## src/rtl/ul_mod_seq.sv

```systemverilog
// ul_mod_seq -- sequential remainder engine.
//
// Computes dividend mod divider for a wide unsigned dividend. It uses two
// restoring-subtract digit steps per clock and works from the MSB down. The
// block owns the dividend shift register, the partial remainder, the step
// counter and both valid/ready handshakes.
//
// Ports
//   clk        clock, rising edge
//   rst_n      asynchronous active-low reset
//   in_vld     request valid
//   in_rdy     engine can accept a request (IDLE)
//   dividend   unsigned dividend, sampled on accept
//   divider    unsigned divider, sampled on accept
//   out_vld    result valid (DONE)
//   out_rdy    consumer accepts result
//   remainder  dividend mod divider
//   err        divider was zero; qualified by out_vld
//   busy       request accepted, result not yet consumed
//
// States
//   state  | meaning
//   IDLE   | waiting for a request, in_rdy=1
//   RUN    | two remainder steps per cycle, cnt counts digit pairs left
//   DONE   | result held on remainder/err until out_rdy
module ul_mod_seq #(
  parameter int DIVIDEND_WIDTH = 32,
  parameter int DIVISOR_WIDTH  = 8,
  parameter int CNT_WIDTH      = 5
) (
  input  logic                      clk,
  input  logic                      rst_n,
  input  logic                      in_vld,
  output logic                      in_rdy,
  input  logic [DIVIDEND_WIDTH-1:0] dividend,
  input  logic [DIVISOR_WIDTH-1:0]  divider,
  output logic                      out_vld,
  input  logic                      out_rdy,
  output logic [DIVISOR_WIDTH-1:0]  remainder,
  output logic                      err,
  output logic                      busy
);

  localparam logic [CNT_WIDTH-1:0] CNT_LOAD = CNT_WIDTH'(DIVIDEND_WIDTH / 2);
  localparam logic [CNT_WIDTH-1:0] CNT_ONE  = CNT_WIDTH'(1);

  typedef enum logic [1:0] {
    S_IDLE = 2'd0,
    S_RUN  = 2'd1,
    S_DONE = 2'd2
  } state_e;

  state_e                    state_q, state_d;
  logic [DIVIDEND_WIDTH-1:0] sreg_q, sreg_d;
  logic [DIVISOR_WIDTH-1:0]  dreg_q, dreg_d;
  logic [DIVISOR_WIDTH-1:0]  acc_q, acc_d;
  logic [CNT_WIDTH-1:0]      cnt_q, cnt_d;
  logic [DIVISOR_WIDTH-1:0]  rem_q, rem_d;
  logic                      err_q, err_d;

  logic [DIVISOR_WIDTH-1:0]  acc_1, acc_2;

  // One restoring step. acc < d holds on entry, so x < 2*d and a single
  // conditional subtract is enough. The sign of t is its top bit.
  function automatic logic [DIVISOR_WIDTH-1:0] rem_step(
    input logic [DIVISOR_WIDTH-1:0] acc,
    input logic                     bit_in,
    input logic [DIVISOR_WIDTH-1:0] d
  );
    logic [DIVISOR_WIDTH:0]   x;
    logic [DIVISOR_WIDTH+1:0] t;
    x = {acc, bit_in};
    t = {1'b0, x} - {2'b00, d};
    return t[DIVISOR_WIDTH+1] ? x[DIVISOR_WIDTH-1:0] : t[DIVISOR_WIDTH-1:0];
  endfunction

  assign acc_1 = rem_step(acc_q, sreg_q[DIVIDEND_WIDTH-1], dreg_q);
  assign acc_2 = rem_step(acc_1, sreg_q[DIVIDEND_WIDTH-2], dreg_q);

  always_ff @(posedge clk or negedge rst_n) begin
    if (!rst_n) begin
      state_q <= S_IDLE;
      sreg_q  <= '0;
      dreg_q  <= '0;
      acc_q   <= '0;
      cnt_q   <= '0;
      rem_q   <= '0;
      err_q   <= 1'b0;
    end else begin
      state_q <= state_d;
      sreg_q  <= sreg_d;
      dreg_q  <= dreg_d;
      acc_q   <= acc_d;
      cnt_q   <= cnt_d;
      rem_q   <= rem_d;
      err_q   <= err_d;
    end
  end

  always_comb begin
    state_d = state_q;
    sreg_d  = sreg_q;
    dreg_d  = dreg_q;
    acc_d   = acc_q;
    cnt_d   = cnt_q;
    rem_d   = rem_q;
    err_d   = err_q;
    unique case (state_q)
      S_IDLE: begin
        if (in_vld) begin
          sreg_d = dividend;
          dreg_d = divider;
          acc_d  = '0;
          cnt_d  = CNT_LOAD;
          rem_d  = '0;
          if (divider == '0) begin
            err_d   = 1'b1;
            state_d = S_DONE;
          end else begin
            state_d = S_RUN;
          end
        end
      end
      S_RUN: begin
        acc_d  = acc_2;
        sreg_d = sreg_q << 2;
        cnt_d  = cnt_q - CNT_ONE;
        if (cnt_q == CNT_ONE) begin
          rem_d   = acc_2;
          state_d = S_DONE;
        end
      end
      S_DONE: begin
        if (out_rdy) begin
          err_d   = 1'b0;
          state_d = S_IDLE;
        end
      end
      default: state_d = S_IDLE;
    endcase
  end

  assign in_rdy    = (state_q == S_IDLE);
  assign out_vld   = (state_q == S_DONE);
  assign busy      = (state_q != S_IDLE);
  assign remainder = rem_q;
  assign err       = err_q;

endmodule

```

## config.mk

```make
export PLATFORM = sky130hd
export DESIGN_NAME = ul_mod_seq
export DESIGN_NICKNAME = d
export VERILOG_FILES = /design/src/rtl/ul_mod_seq.sv
export SDC_FILE = /design/constraint.sdc
export NUM_CORES = 1
export LEC_CHECK = 0
export ABC_AREA = 1
export CORE_ASPECT_RATIO = 0.75
export CORE_UTILIZATION = 50
export DETAILED_ROUTE_END_ITERATION = 6
export GPL_TIMING_DRIVEN = 0
export PLACE_DENSITY_LB_ADDON = 0.08
export SYNTH_ARGS = -nofsm -noshare
export SYNTH_HDL_FRONTEND = slang
export SYNTH_SLANG_ARGS = --single-unit
```

## constraint.sdc

```tcl
create_clock -name clk -period 2.85 [get_ports clk]
set_input_delay 0.4275 -clock clk [delete_from_list [all_inputs] [get_ports clk]]
set_output_delay 0.4275 -clock clk [all_outputs]
set_load 0.005 [all_outputs]
```

==> run summary, run 1 <==
The run gives -0.0909 ns as the final worst slack. Ranked by total cell area, the synthesized netlist is headed by dfrtp_1 (40%), nand2_1 (11%), inv_1 (7.6%). The final HPWL from detailed placement came out at 7.16 mm. In this run the cell area measured after placement is 0.00463 mm^2. The count of buffering cells on the critical path with inverters included is 2, and the die outline area is 0.00828 mm^2.

Before antenna repair, the detailed router went through 5 iterations. For the worst setup skew after layout, the log shows 0.0157 ns. The number of antenna violations at the first check in global routing was 0.

The first global-routing pass estimated 18.0 mm of wire. The starting density of the core was 52.8%; the share of flip-flops with an asynchronous set or reset was 100%. The commonest register cell after synthesis was dfrtp_1. The post-route netlist has 29.4% of its cells at a drive strength greater than 1. In this run the tightest slew margin relative to its limit is 44.4%.

Area share of the leading cell type in the synthesized netlist: 40.5%. The flow ran to the end, but the final reports show violations. The number of antenna diodes in the final layout is 0.

For the Yosys warning count, the log shows 0. For the number of endpoints with negative hold slack in the final report, the log shows 0. The checks that failed: setup timing. The routed wire length per instance works out to 16.8 um.

The worst setup path is of the flop to flop kind. The largest area contributor in the synthesized netlist is dfrtp_1. The post-synthesis net count came out at 556.

The remaining design rule violation count is 0, and the number of buffers created by CTS is 9. The tools report the critical path startpoint as acc_q[1]. Entering global routing, the biggest net connects 65 pins. Along the worst path, the maximum fanout reaches 7. The most numerous cell on the critical path is nand2_2. Kind of cell with the highest combined delay on the critical path: simple AND/OR/NAND/NOR gates.

The run gives 678 as the final layout net count. Routability-driven placement finished with a final weighted congestion of 0.868. The hold buffer count at CTS was 0.

STA classifies the critical path endpoint as a flop. In this design, the stage delay of the slowest critical-path cell is 0.44 ns. The number of input and output port buffers inserted is 55, and the violation count after the first detailed-routing iteration is 263.

Walking the worst path, the cells encountered are ha_4, nand2_2, nand2_2, nand2_1, nand2_2, nand2_4, buf_4, nand3_4, nand2_1, nand2_2, inv_2, ha_4, nand2_2, o21ai_2, a21o_4, nand2_8, nand3_4, nand2_2, nand3_1, o21ai_2. CTS saw 64 sinks. For the pin with the worst max-slew slack, the measured transition is 0.834 ns.

For the cell count after synthesis, the log shows 492. In the layout the commonest cells are nand2_1 (102), inv_1 (64), dfrtp_1 (64). Critical path's slowest cell: dfrtp_1. The tools report the maximum clock rate as 0.340 GHz.

Sequential cells were found to cover 40.5% of the synthesized design area. Across the run, the number of max-cap violations was 0. Setup repair after global routing could not meet its margin everywhere. Relative to the synthesized area, the layout overhead comes to 41.9%. The die width works out to 105 um. 56 I/O pins were placed. Subtracting the final worst setup slack from the clock period gives 2.94 ns. The per-instance average area after synthesis came out at 8.05 um^2. The data arrival time of the worst path is 3.16 ns, and the summed instance area of the synthesized netlist is 0.00396 mm^2. Counting flops with a built-in enable in the synthesized netlist gives 0. The post-detailed-route via-to-cell ratio came out at 5.61. For this block, the via count after detailed routing is 4040. The global router's overall resource usage was 27.9%; the count of standard-cell rows was 27.

In this run, synthesis produced a sequential element count of 64. Path type of the worst min-delay path: primary input to async pin. Number of global-route vias before repair: 3818.

The height of the die came out at 79.1 um. The number of distinct standard cells referenced by the synthesized netlist is 41, and the buffer levels on the longest clock path is 2. The count of final max-slew check failures was 0. The post-route antenna net violation count was 0; the post-CTS clock slew at the launch and capture registers of the worst setup and hold paths was 0.08 ns. The run gives 0 as the aggregate global routing overflow. STA classifies the critical path startpoint as a flop. The startpoint identified for the worst register-to-register timing path is acc_q[1]. The region available for standard cell placement spans 0.00750 mm^2. The post-detailed-routing wire length was 12.1 mm. In the finished design, the share of the clock period the worst path needs comes to 103%. TritonCTS built the clock tree.

Setup violations remaining at the end of the flow were counted as 16. The most frequent standard cell in the layout excluding fill and tap cells was nand2_1. At the worst endpoint, the required time is 3.07 ns.

The run gives 0.00562 mm^2 as the final instance area. The H-tree was split into 3 levels. In this run the clock root is driven by a clkbuf_8. The tools report the insertion delay to the later sink of the worst-skew pair as 0.35 ns.
## registers in the layout (all words and copies together) (netlist names)
register	flops
dreg_q	8
remainder	8
sreg_q	32
acc_q	8
err	1
state_q	2
cnt_q	5
## cells by family (layout without fill, tap and decap cells)
group	after synthesis	after routing	synth area share (%)
adders and majority gates	20	20	6.70
xor gates and xnor gates	9	9	1.99
buffers and inverters	103	228	10.7
and+or+nand+nor	197	199	25.0
DFF	64	64	40.5
AOI/OAI and AO/OA	99	99	15.2
## routing by layer
layer	global-route usage [%]	wire length [um]	vias to the layer above
li1	-	-	1867
met1	38.8	5260	1916
met2	43.8	5430	209
met3	5.91	1020	48
met4	8.45	416	0
met5	0	0	-
## timing repair
action | CTS | global route
gates resized for setup | 39 | 44
setup buffers | 37 | 18
setup endpoints to repair | 16 | 16
cloned | 2 | 0
pin swaps | 19 | 42
## layout make-up
cell class                      count  area, um^2
Buffer                             16        86.3
Clock buffer                       10         128
Clock inverter                      6        60.1
Fill cell                         534        1880
Inverter                           87         339
Multi-Input combinational cell    327        2300
Sequential cell                    64        1600
Tap cell                          101         126
Timing Repair Buffer              109         976
## synth_stat cells, types with 3 or more instances
library cell / number
a21oi_1: 10
buf_2: 4
clkbuf_1: 9
dfrtp_1: 64
ha_1: 18
inv_1: 80
inv_2: 4
nand2_1: 117
nand2_2: 13
nand3_1: 20
nand3_4: 4
nand4_1: 20
nor2_1: 7
nor2_2: 3
nor2_4: 3
o211ai_1: 30
o21ai_0: 45
o21ai_1: 6
xnor2_1: 4
xor2_1: 5
## worst register-to-register path, cell delays in order (launching register included)
cell     delay [ns]
dfrtp_1        0.44
ha_4           0.31
nand2_2        0.07
nand2_2        0.09
nand2_1        0.08
nand2_2        0.09
nand2_4        0.08
buf_4          0.16
nand3_4        0.10
nand2_1        0.08
nand2_2        0.07
inv_2          0.05
ha_4           0.26
nand2_2        0.07
o21ai_2        0.19
a21o_4         0.17
nand2_8        0.08
nand3_4        0.17
nand2_2        0.08
nand3_1        0.11
o21ai_2        0.08
## through the flow
| step | utilization (%) | worst slack (ns) | hold slack (ns) | std cells | setup TNS [ns] |
|---|---|---|---|---|---|
| 3_5_place_dp | 61.8 | -0.473 | 0.468 | 648 | -6.24 |
| 2_1_floorplan | - | 0.114 | 0.132 | 492 | 0 |
| 5_1_grt | 74.9 | -0.214 | 0.222 | 720 | -2.68 |
| 3_3_place_gp | 61.8 | -0.862 | 0.463 | 648 | -60.10 |
| 4_1_cts | 70.7 | 0.000757 | 0.211 | 703 | 0 |
| 6_report | 74.9 | -0.0909 | 0.162 | 720 | -0.803 |
## path summary, 6_finish.rpt
check                                    end  slack, ns  depth (start not counted)
worst max-delay path                acc_q[3]      -0.09                         20
worst min-delay path            remainder[2]       0.16                          1
worst max register to register      acc_q[3]      -0.09                         20
worst min register to register  remainder[4]       0.48                          2
max in group asynchronous          dreg_q[4]       2.11                          1
min in group clk                remainder[4]       0.48                          2
Power of run 1 is not shown: default switching activity piles up to over one toggle a cycle in this logic, so the estimate is an artifact.
==> inputs of run 2 (changes only) <==
--- a/config.mk
+++ b/config.mk
@@ -5,12 +5,12 @@
 export SDC_FILE = /design/constraint.sdc
 export NUM_CORES = 1
 export LEC_CHECK = 0
-export ABC_AREA = 1
 export CORE_ASPECT_RATIO = 0.75
 export CORE_UTILIZATION = 50
 export DETAILED_ROUTE_END_ITERATION = 6
 export GPL_TIMING_DRIVEN = 0
 export PLACE_DENSITY_LB_ADDON = 0.08
+export REMOVE_ABC_BUFFERS = 1
 export SYNTH_ARGS = -nofsm -noshare
 export SYNTH_HDL_FRONTEND = slang
 export SYNTH_SLANG_ARGS = --single-unit
==> run summary, run 2 <==
The run finished, with violations left. Violated checks: setup timing (unchanged). The count of standard-cell rows was 27 (unchanged); the core area was 0.00743 mm^2 (was 0.00750 mm^2).

The largest area contributor in the synthesized netlist was dfrtp_1 (unchanged). The Yosys warning count was 0 (unchanged); the utilization after layout was 70.1% (was 74.9%). Most frequent standard cell in the layout excluding fill and tap cells: nand2_1 (unchanged). The number of antenna violations at the first check in global routing was 0 (unchanged); the routed wire length per instance was 16.1 um (was 16.8 um).

The area overhead of the layout relative to synthesis came out at 33.5% (was 41.9%). The fraction of synthesized area in multiplexers is 10.4% (was 0%). For the hold buffer count at CTS, the log shows 0 (unchanged).

The required time reported for the critical path endpoint is 3.12 ns (was 3.07 ns), and the post-synthesis share of cell area spent on xor and xnor gates is 2.02% (was 1.99%). The worst slew margin relative to its limit is 21.2% (was 44.4%). The via count of the routed design is 3334 (was 4040). TritonCTS built the clock tree. Critical path, cell by cell: inv_2, ha_4, inv_2, fa_2, a211oi_2, nor2_1, xor2_1, mux2i_2, inv_1, ha_2, buf_4, nor3_1, o21bai_1, o211ai_1, buf_4, nand4_4, or4b_1, nand3_1 (was ha_4, nand2_2, nand2_2, nand2_1, nand2_2, nand2_4, buf_4, nand3_4, nand2_1, nand2_2, inv_2, ha_4, nand2_2, o21ai_2, a21o_4, nand2_8, nand3_4, nand2_2, nand3_1, o21ai_2). The adder-cell share of the synthesized area came out at 6.80% (was 6.70%). The number of flip-flops in the largest register works out to 32 (unchanged). The final critical-path required period is 3.70 ns (was 2.94 ns), and the post-detailed-routing wire length is 9.52 mm (was 12.1 mm).

Number of enable-type register cells in the synthesized netlist: 0 (unchanged). For the count of final max-slew check failures, the log shows 0 (unchanged). The dominant combinational cell family by area after synthesis is compound AO/OA/AOI/OAI gates (was simple AND/OR/NAND/NOR gates). Worst setup skew after layout: 0.00893 ns (was 0.0157 ns).

Main area contributors after synthesis: dfrtp_1 (41%), mux2i_1 (9.0%), o21ai_0 (6.5%) (was dfrtp_1 (40%), nand2_1 (11%), inv_1 (7.6%)). The kind of launch point of the worst setup path is a flop (unchanged). The global router's overall resource usage was 24.4% (was 27.9%).

The number of buffers created by CTS was 9 (unchanged); the compound-gate portion of the synthesized area was 17.9% (was 15.2%). The critical path's slowest cell was or4b_1 (was dfrtp_1). The worst slack at placement was -1.81 ns (was -0.473 ns).

The boundary pin count came out at 56 (unchanged). The type of the setup path with the least slack was flop to flop (unchanged). The synthesized-area fraction occupied by and/or/nand/nor cells works out to 16.5% (was 25.0%). The run gives 64 (unchanged) as the number of clock sinks.

The tools report the master cell of the clock root buffer as clkbuf_8 (unchanged). The post-detailed-route via-to-cell ratio is 5.64 (was 5.61), and the number of maximum-capacitance constraint violations is 0 (unchanged). Most common library cells after synthesis: nand2_1 (66), dfrtp_1 (64), o21ai_0 (51) (was nand2_1 (117), inv_1 (80), dfrtp_1 (64)).

The number of input and output port buffers inserted came out at 55 (unchanged). The pin count of the biggest net entering global routing is 65 (unchanged). The run gives 409 (was 492) as the cell count after synthesis. The endpoint of the lowest-slack register-to-register path is remainder[5] (was acc_q[3]). The startpoint of the worst-slack reg-to-reg timing path was sreg_q[31] (was acc_q[1]). The number of cells traversed by the worst register-to-register path was 18 (was 20); the number of distinct standard cells referenced by the synthesized netlist was 55 (was 41).

Violation count after the first detailed-routing iteration: 179 (was 263). The share of the clock period used by the worst path after layout is 130% (was 103%). The category of the worst setup path capture point was a flop (unchanged). The aggregate global routing overflow was 0 (unchanged); the area share of the leading cell type in the synthesized netlist was 41.1% (was 40.5%). The measured slew at the worst slew-check pin is 1.18 ns (was 0.834 ns). The commonest register cell after synthesis is dfrtp_1 (unchanged). The per-instance average area after synthesis is 9.54 um^2 (was 8.05 um^2). The logs give 3.97 ns (was 3.16 ns) for the data arrival time of the worst path and 451 um (was 1.02 mm) for the wire length on met3. The tools report the total iterations of the first detailed-routing run as 4 (was 5). For the remaining design rule violation count, the log shows 0 (unchanged).

The logs give -0.846 ns (was -0.0909 ns) for the final worst slack and 0.869 (was 0.868) for the final weighted congestion of routability-driven global placement. The final HPWL from detailed placement is 6.07 mm (was 7.16 mm). The synthesized flop and latch total was 64 (unchanged); the post-synthesis sequential area ratio was 41.1% (was 40.5%).

The buffer levels on the longest clock path came out at 2 (unchanged). The share of flip-flops with an asynchronous set or reset is 100% (unchanged), and the post-CTS clock slew at the launch and capture registers of the worst setup and hold paths is 0.07 ns (was 0.08 ns). The first-pass GRT wire length came out at 15.7 mm (was 18.0 mm). The flop-to-flop setup slack is -0.85 ns (was -0.09 ns).

Setup repair after global routing could not meet its margin everywhere. The count of endpoints failing setup in the final report was 16 (unchanged). The length of routed wiring on met1 is 4.53 mm (was 5.26 mm), and the number of endpoints with negative hold slack in the final report is 0 (unchanged). The post-route antenna net violation count is 0 (unchanged). Height of the die: 78.5 um (was 79.1 um). The leading cell type by number of instances after synthesis was nand2_1 (unchanged). The number of inserted diodes was 0 (unchanged).

The tools report the maximum clock rate as 0.271 GHz (was 0.340 GHz). The tools report the insertion delay to the later sink of the worst-skew pair as 0.34 ns (was 0.35 ns). The tools report the wire length on met2 as 4.35 mm (was 5.43 mm). The summed instance area of the synthesized netlist was 0.00390 mm^2 (was 0.00396 mm^2). Largest register by flop count: sreg_q (unchanged).

The peak fanout along the critical path was 6 (was 7). The stage delay of the slowest cell on the critical path was 0.52 ns (was 0.44 ns); the number of levels the H-tree was split into was 3 (unchanged). The final layout net count was 549 (was 678).

Commonest non-fill, non-tap cells in the layout: nand2_1 (65), dfrtp_1 (62), clkdlybuf4s50_1 (54) (was nand2_1 (102), inv_1 (64), dfrtp_1 (64)). The fraction of final layout cells with drive strength greater than 1 works out to 21.4% (was 29.4%). The number of global-route vias before repair is 3212 (was 3818).

The uppermost metal layer occupied by signal nets was met4 (unchanged). The starting density of the core is 52.5% (was 52.8%). The path type of the worst min-delay path was primary input to async pin (unchanged). The die width was 104 um (was 105 um); the die outline area was 0.00816 mm^2 (was 0.00828 mm^2).
-- run 2: cell types whose count changed after synthesis, moves of 10 or more --
cell      previous run  this run
o211ai_1            30        20
nand2_2             13         0
mux2i_1              0        35
nand4_1             20         0
nand2_1            117        66
nand3_1             20         9
inv_1               80        19
-- run 2: layout make-up --
cell class / count / area (um^2)
clock buffer: 12 / 155
clock inverter: 4 / 76.3
fill: 582 / 2220
inverter: 19 / 71.3
multi-input combinational: 304 / 2330
sequential: 64 / 1600
tap: 101 / 126
timing repair buffer: 87 / 848
-- run 2: per-layer routing --
metal,vias to the layer above,global-route usage [%]
met5,-,0
met1,1594,32.2
met2,92,40.2
met3,22,5.15
li1,1626,-
met4,0,7.86
-- run 2: logic make-up (layout without fill, tap and decap cells) --
group	count (synthesis)	count (layout)
mux	40	40
simple gates	127	128
flops	64	64
fa+ha+maj	20	20
compound gates	107	107
xor+xnor	9	9
buf+inv	42	122
-- run 2: through the flow --
stage	cells	setup TNS (ns)	hold slack, ns	cell area (um^2)
global route	591	-15.23	0.252	5210
global placement	542	-171.53	0.460	4440
finish	591	-12.51	0.173	5210
floorplan	386	-32.66	0.132	3760
CTS	588	-10.62	0.215	5150
detailed placement	544	-25.16	0.469	4490
-- run 2: critical path: cells and delay by family, from the launching register on --
kind	cells	cell delay, ns
multiplexers	1	0.18
AO/OA/AOI/OAI	3	0.55
XOR/XNOR	1	0.17
adder cells (fa/ha/maj)	3	0.72
flip-flops	1	0.39
buffers and inverters	5	0.54
AND/OR/NAND/NOR	5	1.08
-- run 2: worst max path at each step --
stage	start	end	slack [ns]	cells past startpoint
3_3_place_gp	in_vld	remainder[5]	-2.55	6
5_1_grt	sreg_q[31]	remainder[5]	-1.01	18
4_1_cts	acc_q[4]	remainder[5]	-0.77	13
6_report	sreg_q[31]	remainder[5]	-0.85	18
2_1_floorplan	acc_q[6]	acc_q[0]	-1.21	11
3_5_place_dp	acc_q[6]	acc_q[0]	-1.81	12
-- run 2: timing repair --
| action | in CTS | in global routing |
|---|---|---|
| resized for setup | 50 | 6 |
| setup endpoints to repair | 16 | 16 |
| pin swaps | 29 | 18 |
| buffers inserted | 27 | 3 |
| gates cloned | 1 | 0 |
Power of run 2 is left out for the same reason.
